--- config.mk ---
export PLATFORM = sky130hd
export DESIGN_NAME = div_seq
export DESIGN_NICKNAME = d
export VERILOG_FILES = /design/src/rtl/div_seq.sv
export SDC_FILE = /design/constraint.sdc
export NUM_CORES = 1
export LEC_CHECK = 0
export ABC_AREA = 1
export BUFFER_PORTS_ARGS = -buffer_cell sky130_fd_sc_hd__buf_2
export CAP_MARGIN = 20
export CELL_PAD_IN_SITES_DETAIL_PLACEMENT = 1
export CELL_PAD_IN_SITES_GLOBAL_PLACEMENT = 2
export CORE_MARGIN = 2
export CORE_UTILIZATION = 30
export DETAILED_ROUTE_END_ITERATION = 10
export PLACE_DENSITY_LB_ADDON = 0.1
export RECOVER_POWER = 25
export SYNTH_ARGS = -nofsm -noshare
export SYNTH_HDL_FRONTEND = slang
export SYNTH_SLANG_ARGS = --single-unit
--- constraint.sdc ---
create_clock -name clk -period 2.2 [get_ports clk]
set_input_delay 0.22 -clock clk [delete_from_list [all_inputs] [get_ports clk]]
set_output_delay 0.22 -clock clk [all_outputs]
set_load 0.03 [all_outputs]
--- src/rtl/div_seq.sv ---
// Multicycle signed divider with MIPS DIV semantics: lo = A/B truncated toward zero, hi = A%B.
// One restoring step per cycle on operand magnitudes; the signs are applied in the final cycle.
module div_seq #(
  parameter int unsigned DATA_W = 32
) (
  input  logic              clk,
  input  logic              reset,
  input  logic [DATA_W-1:0] value_A,
  input  logic [DATA_W-1:0] value_B,
  input  logic              divInit,
  output logic              busy,
  output logic              divStop,
  output logic              divZero,
  output logic [DATA_W-1:0] hi,
  output logic [DATA_W-1:0] lo
);

  localparam int unsigned CntW = $clog2(DATA_W + 1);

  typedef enum logic [1:0] {StIdle, StCalc, StFin} state_e;

  state_e            r_state, w_state_nxt;
  logic [CntW-1:0]   r_cnt, w_cnt_nxt;
  logic [DATA_W-1:0] r_rem, w_rem_nxt;
  logic [DATA_W-1:0] r_quo, w_quo_nxt;
  logic [DATA_W-1:0] r_dvs, w_dvs_nxt;
  logic              r_sign_a, w_sign_a_nxt;
  logic              r_sign_q, w_sign_q_nxt;
  logic [DATA_W-1:0] r_hi, w_hi_nxt;
  logic [DATA_W-1:0] r_lo, w_lo_nxt;
  logic              r_stop, w_stop_nxt;
  logic              r_zero, w_zero_nxt;

  logic [DATA_W-1:0] w_abs_a, w_abs_b;
  logic [DATA_W:0]   w_shift, w_trial;

  // Magnitudes as unsigned; the most negative value maps onto itself, which is exact here.
  assign w_abs_a = value_A[DATA_W-1] ? (~value_A + 1'b1) : value_A;
  assign w_abs_b = value_B[DATA_W-1] ? (~value_B + 1'b1) : value_B;

  assign w_shift = {r_rem, r_quo[DATA_W-1]};
  assign w_trial = w_shift - {1'b0, r_dvs};

  always_comb begin
    w_state_nxt  = r_state;
    w_cnt_nxt    = r_cnt;
    w_rem_nxt    = r_rem;
    w_quo_nxt    = r_quo;
    w_dvs_nxt    = r_dvs;
    w_sign_a_nxt = r_sign_a;
    w_sign_q_nxt = r_sign_q;
    w_hi_nxt     = r_hi;
    w_lo_nxt     = r_lo;
    w_stop_nxt   = 1'b0;
    w_zero_nxt   = 1'b0;

    unique case (r_state)
      StIdle: begin
        if (divInit) begin
          if (value_B == '0) begin
            w_zero_nxt = 1'b1;
          end else begin
            w_sign_a_nxt = value_A[DATA_W-1];
            w_sign_q_nxt = value_A[DATA_W-1] ^ value_B[DATA_W-1];
            w_quo_nxt    = w_abs_a;
            w_dvs_nxt    = w_abs_b;
            w_rem_nxt    = '0;
            w_cnt_nxt    = '0;
            w_state_nxt  = StCalc;
          end
        end
      end
      StCalc: begin
        if (!w_trial[DATA_W]) begin
          w_rem_nxt = w_trial[DATA_W-1:0];
          w_quo_nxt = {r_quo[DATA_W-2:0], 1'b1};
        end else begin
          w_rem_nxt = w_shift[DATA_W-1:0];
          w_quo_nxt = {r_quo[DATA_W-2:0], 1'b0};
        end
        w_cnt_nxt = r_cnt + 1'b1;
        if (r_cnt == CntW'(DATA_W - 1)) begin
          w_state_nxt = StFin;
        end
      end
      StFin: begin
        w_lo_nxt    = r_sign_q ? (~r_quo + 1'b1) : r_quo;
        w_hi_nxt    = r_sign_a ? (~r_rem + 1'b1) : r_rem;
        w_stop_nxt  = 1'b1;
        w_state_nxt = StIdle;
      end
      default: w_state_nxt = StIdle;
    endcase
  end

  always_ff @(posedge clk or negedge reset) begin
    if (!reset) begin
      r_state  <= StIdle;
      r_cnt    <= '0;
      r_rem    <= '0;
      r_quo    <= '0;
      r_dvs    <= '0;
      r_sign_a <= 1'b0;
      r_sign_q <= 1'b0;
      r_hi     <= '0;
      r_lo     <= '0;
      r_stop   <= 1'b0;
      r_zero   <= 1'b0;
    end else begin
      r_state  <= w_state_nxt;
      r_cnt    <= w_cnt_nxt;
      r_rem    <= w_rem_nxt;
      r_quo    <= w_quo_nxt;
      r_dvs    <= w_dvs_nxt;
      r_sign_a <= w_sign_a_nxt;
      r_sign_q <= w_sign_q_nxt;
      r_hi     <= w_hi_nxt;
      r_lo     <= w_lo_nxt;
      r_stop   <= w_stop_nxt;
      r_zero   <= w_zero_nxt;
    end
  end

  assign busy    = (r_state != StIdle);
  assign divStop = r_stop;
  assign divZero = r_zero;
  assign hi      = r_hi;
  assign lo      = r_lo;

endmodule
# ---- Word level (Yosys, flattened, before mapping)
# Index checks and enable logic that the tools add are counted.
dict set report totals {
  ramBits 0
  input_bits 67
  latch_bits 0
  mem_count 0
  mem_bits_ro 0
  register_bits 172
  output_inout_bits 67
}
dict set report classes {
  n_bitwise 6
  n_lt_le_gt_ge 0
  div 0
  n_shift 0
  n_mux 23
  n_reduce_logical 7
  n_addsub 6
  n_eq_ne 6
  multipliers 0
}
# cell n
set ops {}
lappend ops {{two-way mux 32 bit} 9}
lappend ops {{adder 32 x 1 -> 32 bit (second input constant)} 4}
lappend ops {{NOT 32 bit} 4}
lappend ops {{one-hot mux 32 bit (2 select lines)} 2}
lappend ops {{subtractor 33 x 32 -> 33 bit} 1}
lappend ops {{zero test 32 bit} 1}
lappend ops {{two-way mux 6 bit} 2}
lappend ops {{one-hot mux 6 bit (2 select lines)} 1}
lappend ops {{AND reduction 3 bit} 3}
lappend ops {{adder 6 x 1 -> 6 bit (second input constant)} 1}
lappend ops {{equality test 6 x 5 -> 1 bit (second input constant)} 1}
lappend ops {{two-way mux 2 bit} 3}
lappend ops {{!= test 2 bit (second input constant)} 3}
lappend ops {{two-way mux 1 bit} 5}
lappend ops {{one-hot mux 2 bit (2 select lines)} 1}
lappend ops {{nonzero test 2 bit} 2}
lappend ops {{equality test 2 x 1 -> 1 bit (second input constant)} 1}
lappend ops {{equality test 2 bit (second input constant)} 1}
lappend ops {{zero test 2 bit} 1}
lappend ops {{NOT 1 bit} 1}
lappend ops {{XOR 1 bit} 1}

# ---- Depth between registers and ports, before layout
# Gate-level depths: netlist of the first run.
dict set report logic_depth {
  ltp_word 6
  ltp_mapped 18
  ltp_nobuf 17
}

# ---- Worst setup path after synthesis of the first run
# No wires, ideal clock.
dict set report synth_timing {
  path_kind {register to register}
  from {register r_quo[31]}
  to {register r_rem[22]}
  path_stages_with_launch 19
  setup_ps 117
  setup_slack_ps -39
  arrival_time_ps 2122
  path_buffers 1
  required_time_ps 2083
  path_cell_list {dfrtp_1 -> inv_1 -> ha_1 -> fa_1 -> inv_2 -> nand2_1 -> nand2_1 -> nand3_1 -> nand2_2 -> nand2_2 -> nand2_4 -> nand2_4 -> nand2_4 -> nand2_8 -> nand2_8 -> buf_12 -> nand2_4 -> nand3_2 -> nand2_1}
}
dict set report synth_via {
  elab_chain_cells 3
}
# element line_no
set synth_lines {}
lappend synth_lines {{from (decl)} 25} ;# logic [DATA_W-1:0] r_quo, w_quo_nxt;
lappend synth_lines {{from (signal assigned)} 113} ;# r_quo <= w_quo_nxt;
lappend synth_lines {{subtractor 33 x 32 -> 33 bit} 42} ;# assign w_trial = w_shift - {1'b0, r_dvs};
lappend synth_lines {{two-way mux 32 bit} 74} ;# if (!w_trial[DATA_W]) begin
lappend synth_lines {{one-hot mux 32 bit (2 select lines)} 57} ;# unique case (r_state)
lappend synth_lines {{to (signal assigned)} 112} ;# r_rem <= w_rem_nxt;
lappend synth_lines {{to (decl)} 24} ;# logic [DATA_W-1:0] r_rem, w_rem_nxt;
# Every way passes these cells.
# A chain may end at the register's enable or synchronous reset.

# ---- Final worst setup path of the first run
dict set report layout_timing {
  from {register r_dvs[0]}
  to {register r_rem[29]}
}
dict set report layout_via {
  elab_chain_cells 3
}
# element line_no
set layout_lines {}
lappend layout_lines {{from (decl)} 26} ;# logic [DATA_W-1:0] r_dvs, w_dvs_nxt;
lappend layout_lines {{from (signal assigned)} 114} ;# r_dvs <= w_dvs_nxt;
lappend layout_lines {{subtractor 33 x 32 -> 33 bit} 42}
lappend layout_lines {{two-way mux 32 bit} 74}
lappend layout_lines {{one-hot mux 32 bit (2 select lines)} 57}
# Every way passes these cells.

==> impl_metrics.toml, run 1 <==
[floorplanning]
rows = 78
ios = 134
die_area_um2 = 47100
die_h_um = 217
core_area_um2 = 45100
die_w_um = 217
start_util_pct = 30.2

[clocking]
clock_latency_ps = 490
clock-sinks = 172
cts_root_buf = "clkbuf_16"
clock_path_buffers = 2
htreeDepth = 4
cts_tree = "built"
cts_buffers = 17
clk_pin_slew_ps = 70

[timing]
grt_setup_unrepaired = "yes"
finalSetupViolations = 33
fin_tns_setup_ps = -3030
timing.final.ws_setup_ps = -135
max_slew_margin_pct = 13.5
fin_crit_ps = 2340
finClkSkew_ps = 15.2
period_share_pct = 106
slew_violations = 0
fmax_ghz = 0.428
worstMarginPinSlew_ps = 1300
hold_viol = 0

[logic_synthesis]
ys_ff_latch = 172
synth_most_common_cell = "nand2_1"
synth.distinct_cells = 50
yosys.area.top_type_share_pct = 31.6
synth_area_leaders = "dfrtp_1 (32%), nand2_1 (20%), inv_1 (7.9%)"
syn_avg_cell_area_um2 = 6.38
synth_top_cells_by_count = "nand2_1 (727), inv_1 (286), nand3_1 (209)"
ys.flop_type = "dfrtp_1"
yosysWarnings = 0
ys_seq_area_share_pct = 31.6
synth_edf_count = 0
synth_nets = 2240
synth_largest_area_cell = "dfrtp_1"
async_flop_share_pct = 100
syn_inst = 2135
synth_area_um2 = 13600

[global_route]
antenna_found_initial = 0
grt_max_degree = 59
grt_pass1_wl_um = 88300
track_usage_pct = 24.7
grt_overflow = 0
grt_pass1_vias = 15000

[setup_path]
rr_endpoint = "r_rem[29]$_DFFE_PN0P_"
arrival_ps = 2750
path_class = "flip-flop to flip-flop"
crit_slowest_cell = "dfrtp_2"
critPathMaxFanout = 6
required_ps = 2620
r2r_slack_ps = -140
start_kind = "flip-flop"
rr_startpoint = "r_dvs[0]$_DFFE_PN0P_"
r2r_cells = 16
path_buf_inv = 2
critPathMaxStageDelay_ps = 450
cp_common_cell = "nand2_2"
crit_path_cell_trace = "ha_4, fa_2, inv_2, nand2_2, nand2_2, nand3_2, nand2_2, nand2_2, nand2_4, nand2_8, nand2_8, nand2_8, clkbuf_16, nand3_2, nand3_2, nand2_1"
path_delay_family = "simple AND/OR/NAND/NOR gates"
crit_path_end_kind = "flip-flop"

[detailed_routing]
dr_total_vias = 14500
drt_pre_antenna_iters = 4
drt-total-wl_um = 56900
drt_iter0_drc = 800
drcViolationCount = 0
via_per_inst = 4.78
postRouteAntennaNets = 0
wl_per_cell_um = 18.7

[power]
power_density_nw_per_um2 = 1820
peakVddDrop_v = 0.00121
leakagePower_nw = 9.39

[final_layout]
fillerInstances = 5879
multiInputGateArea_um2 = 8610
seqCellArea_um2 = 4320
fin_cells = 3036
synthToLayoutAreaGrowth_pct = 30.6
drive_above_1_share_pct = 23.0
nNetsFinal = 2528
antenna_cells = 0

[placed_design]
place_inst = 2981
routabilityCongestion = 0.886
port_buffers = 133
hpwl_um = 46100

[min_path]
min_to = "r_dvs[30]$_DFFE_PN0P_"
hp-start = "value_B[30]"
hold-path-cell-count = 4
hp-class = "input port to flip-flop"

[outcome]
status = "finished, violations left"
violations = "negative setup slack"

[flow_run]
cap_violations = 0
cell type report:
type                    instances  area share (%)
clock buffers                  18            2.47
repair buffers                331            13.4
well taps                     600            4.22
multi-input cells            1599            48.4
flip-flops and latches        172            24.3
inverters                     302            6.37
clock inverters                14           0.830
worst max-delay path by stage:
| stage | startpoint | to | slack (ps) | cells after the start |
|---|---|---|---|---|
| 5_1_grt | r_dvs[0]$_DFFE_PN0P_ | r_rem[28]$_DFFE_PN0P_ | -250 | 15 |
| 3_5_place_dp | r_quo[31]$_DFFE_PN0P_ | r_rem[9]$_DFFE_PN0P_ | -210 | 17 |
| 2_1_floorplan | r_quo[31]$_DFFE_PN0P_ | r_rem[22]$_DFFE_PN0P_ | 20 | 18 |
| 4_1_cts | r_dvs[0]$_DFFE_PN0P_ | r_rem[24]$_DFFE_PN0P_ | -120 | 16 |
| 6_report | r_dvs[0]$_DFFE_PN0P_ | r_rem[29]$_DFFE_PN0P_ | -140 | 16 |
| 3_3_place_gp | r_rem[7]$_DFFE_PN0P_ | r_rem[25]$_DFFE_PN0P_ | -210 | 12 |
power by group:
group | leakage [nW] | internal, mW | switching [mW]
registers | 2.15 | 4.63 | 1.35
logic | 6.95 | 8.81 | 14.4
clock network | 0.292 | 1.63 | 1.52
total | 9.39 | 15.1 | 17.3
through the flow:
| step | utilization, % | total power, mW | setup slack [ps] | area (um^2) | hold slack (ps) |
|---|---|---|---|---|---|
| floorplan | - | 18.2 | 19.5 | 13600 | -75.6 |
| global placement | 35.9 | 26.5 | -211 | 16200 | 199 |
| global route | 39.4 | 35.3 | -249 | 17800 | 99.1 |
| finish | 39.4 | 32.4 | -135 | 17800 | 64.1 |
| CTS | 38.3 | 31.3 | -116 | 17300 | 14.9 |
| detailed placement | 35.9 | 26.8 | -208 | 16200 | 198 |
state kept, by name (all words and copies together), names as in the netlist:
name,cells
hi,32
lo,32
r_dvs,32
r_quo,32
r_rem,32
r_cnt,6
r_state,2
divStop,1
divZero,1
r_sign_a,1
r_sign_q,1
timing repair:
action                                  CTS  global route
endpoints found under the setup margin   38            52
setup buffers                             8             7
hold buffers                              2             0
pin swaps                                 8            46
hold endpoints to repair                 40             0
gates resized for setup                  54           104
cloned                                    3             3
worst min-delay path, delay by kind of cell:
family                 cells  cell delay [ps]
and+or+nand+nor            2              120
buffers and inverters      1               90
AOI/OAI and AO/OA          1               70
layout by cell type, fill, tap and decap left out, types with 4 or more instances in the layout:
cell	count
ha_1	16
nand4_1	29
a31oi_1	5
ha_4	18
nor2_4	4
xor2_1	59
o21ai_1	13
inv_6	6
buf_2	132
nand2_2	26
nand3_1	175
xnor2_1	9
a21oi_2	5
nand2_1	707
o22ai_1	11
dfrtp_2	11
o211ai_1	14
buf_4	176
o21bai_1	6
o21ai_0	119
nand3b_1	15
nand3_2	39
clkbuf_16	18
a21oi_1	46
nor3_2	6
nand3_4	7
nor2_1	180
nand2_4	15
o31ai_1	6
buf_12	14
nand2_8	8
buf_6	4
nor2_2	11
inv_1	270
nor3_1	18
dfrtp_1	161
inv_2	31
routing by layer:
metal	up-vias	global-route usage [%]	part of all wire [%]
li1	7319	-	-
met1	6945	36.9	52
met2	216	37.7	43
met3	40	2.47	3.2
met4	0	6.28	1.5
met5	-	0	0
logic make-up after synthesis:
family,synth area share (%)
AO/OA/AOI/OAI,9.55
XOR/XNOR,4.69
adder cells (fa/ha/maj),3.55
buffers and inverters,10.8
flip-flops,31.6
AND/OR/NAND/NOR,39.8
Note: power is estimated with default switching activity, not from simulation.
==> run 2, diff against run 1 <==
Settings changed: RECOVER_POWER 25 to 100.
==> run 2 against run 1 <==
  * The run still ends with negative setup slack left
  * Maximum frequency rose by 0.19%
  * Clock-buffer cell count did not move
  * Via count rose by 0.12%
  * Utilization fell by 0.41 points
  * Highest routed layer unchanged
==> impl_metrics.toml, run 2 (synthesis results as in run 1) <==
[outcome]
status = "finished, violations left"
violations = "negative setup slack"

[flow_run]
cap_violations = 0

[global_route]
grt_max_degree = 59
grt_overflow = 0
antenna_found_initial = 0
grt_pass1_vias = 15000
track_usage_pct = 24.7
grt_pass1_wl_um = 88300

[timing]
grt_setup_unrepaired = "yes"
hold_viol = 0
timing.final.ws_setup_ps = -131
worstMarginPinSlew_ps = 1290
finClkSkew_ps = 14.4
max_slew_margin_pct = 13.8
finalSetupViolations = 36
fmax_ghz = 0.429
period_share_pct = 106
slew_violations = 0
fin_crit_ps = 2330

[placed_design]
pre_cts_ws_ps = -208
hpwl_um = 46100
port_buffers = 133
placed_cell_area_um2 = 16200
routabilityCongestion = 0.886

[clocking]
cts_tree = "built"
cts_buffers = 17
htreeDepth = 4
clock_latency_ps = 490
clk_pin_slew_ps = 70
clock-sinks = 172
cts_root_buf = "clkbuf_16"
clock_path_buffers = 2

[detailed_routing]
drt_iter0_drc = 823
drt_pre_antenna_iters = 5
drcViolationCount = 0
via_per_inst = 4.79
dr_total_vias = 14500
wl_per_cell_um = 18.7
drt-total-wl_um = 56900
postRouteAntennaNets = 0

[setup_path]
path_class = "flip-flop to flip-flop"
rr_startpoint = "r_dvs[0]$_DFFE_PN0P_"
critPathMaxFanout = 6
r2r_slack_ps = -130
crit_path_end_kind = "flip-flop"
r2r_cells = 16
arrival_ps = 2750
crit_path_cell_trace = "ha_4, fa_2, inv_2, nand2_2, nand2_2, nand3_2, nand2_2, nand2_2, nand2_4, nand2_8, nand2_8, nand2_8, clkbuf_16, nand3_2, nand3_2, nand2_1"
crit_slowest_cell = "dfrtp_2"
critPathMaxStageDelay_ps = 450
required_ps = 2620
cp_common_cell = "nand2_2"
rr_endpoint = "r_rem[29]$_DFFE_PN0P_"
start_kind = "flip-flop"

[floorplanning]
die_w_um = 217
die_area_um2 = 47100
start_util_pct = 30.2
rows = 78
die_h_um = 217
core_area_um2 = 45100
ios = 134

[final_layout]
drive_above_1_share_pct = 19.8
final_cell_mix = "nand2_1 (708), inv_1 (271), nor2_1 (183), nand3_1 (176), buf_4 (170)"
layout_commonest_cell = "nand2_1"
nNetsFinal = 2528
final_cell_area_um2 = 17600
synthToLayoutAreaGrowth_pct = 29.2
fillerInstances = 5911
antenna_cells = 0

[power]
seq_power_share_pct = 18.7
combinationalPowerShare_pct = 71.4
leakagePower_nw = 9.12
power.clock.fraction_pct = 9.9
p_sw_share_pct = 53.9
power_density_nw_per_um2 = 1820
power.switching_mw = 17.3
internal-power_mw = 14.8
peakVddDrop_v = 0.00120

[min_path]
hp-start = "value_B[30]"
min_to = "r_dvs[30]$_DFFE_PN0P_"
hold-path-cell-count = 4
hp-class = "input port to flip-flop"
-- run 2: cell types whose count changed in the layout (fill, tap and decap cells not counted), sizes merged --
cell    before  now
buf        327  250
clkbuf      20   97
clkinv       5    6
inv        310  309
-- run 2: final cells by class --
class	instances	area, um^2	share of cell area (%)
Sequential cell	172	4320	24.5
Timing Repair Buffer	331	2220	12.6
Inverter	302	1130	6.44
Multi-Input combinational cell	1599	8590	48.8
Clock buffer	18	439	2.50
Clock inverter	14	148	0.839
Tap cell	600	751	4.27
-- run 2: metrics by stage --
step / utilization, % / TNS, ps / cells / power, mW / hold slack [ps]
3_5_place_dp: 35.9 / -5770 / 2981 / 26.8 / 198
3_3_place_gp: 35.9 / -4530 / 2981 / 26.5 / 199
5_1_grt: 39.0 / -10570 / 3036 / 34.9 / 114
2_1_floorplan: - / 0 / 2135 / 18.2 / -75.6
6_report: 39.0 / -2850 / 3036 / 32.0 / 64.9
4_1_cts: 38.3 / -2910 / 3026 / 31.3 / 14.9
-- run 2: repair_timing --
item / 4_1_cts / 5_1_grt
pin swaps: 8 / 46
setup buffers: 8 / 7
hold endpoints to repair: 40 / 0
hold buffers: 2 / 0
gates resized for setup: 54 / 104
setup endpoints to repair: 38 / 52
cloned: 3 / 3
-- run 2: worst max path at each step --
stage	startpoint	to	slack, ps	depth (start not counted)
2_1_floorplan	r_quo[31]$_DFFE_PN0P_	r_rem[22]$_DFFE_PN0P_	20	18
3_3_place_gp	r_rem[7]$_DFFE_PN0P_	r_rem[25]$_DFFE_PN0P_	-210	12
3_5_place_dp	r_quo[31]$_DFFE_PN0P_	r_rem[9]$_DFFE_PN0P_	-210	17
4_1_cts	r_dvs[0]$_DFFE_PN0P_	r_rem[24]$_DFFE_PN0P_	-120	16
5_1_grt	r_dvs[0]$_DFFE_PN0P_	r_rem[28]$_DFFE_PN0P_	-250	15
6_report	r_dvs[0]$_DFFE_PN0P_	r_rem[29]$_DFFE_PN0P_	-130	16
-- run 2: critical path: cells and delay by family (launching register included) --
| kind | cells | cell delay (ps) |
|---|---|---|
| adders and majority gates | 2 | 580 |
| buffers and inverters | 2 | 290 |
| DFF | 1 | 450 |
| and+or+nand+nor | 12 | 940 |
-- run 2: power by group through the flow --
stage | combinational [mW] | clock (mW) | sequential [mW]
final | 22.9 | 3.16 | 6.00
after floorplan | 11.6 | 0 | 6.60
after global placement | 20.6 | 0 | 5.88
after detailed placement | 20.9 | 0 | 5.92
after global routing | 25.4 | 3.35 | 6.17
after CTS | 22.1 | 3.26 | 5.94
-- run 2: layer usage --
layer	vias up	part of all wire, %	global-route usage, %
met5	-	0	0
met4	0	1.5	6.28
met3	40	2.8	2.47
met2	202	43	37.7
met1	6980	52	36.9
li1	7315	-	-
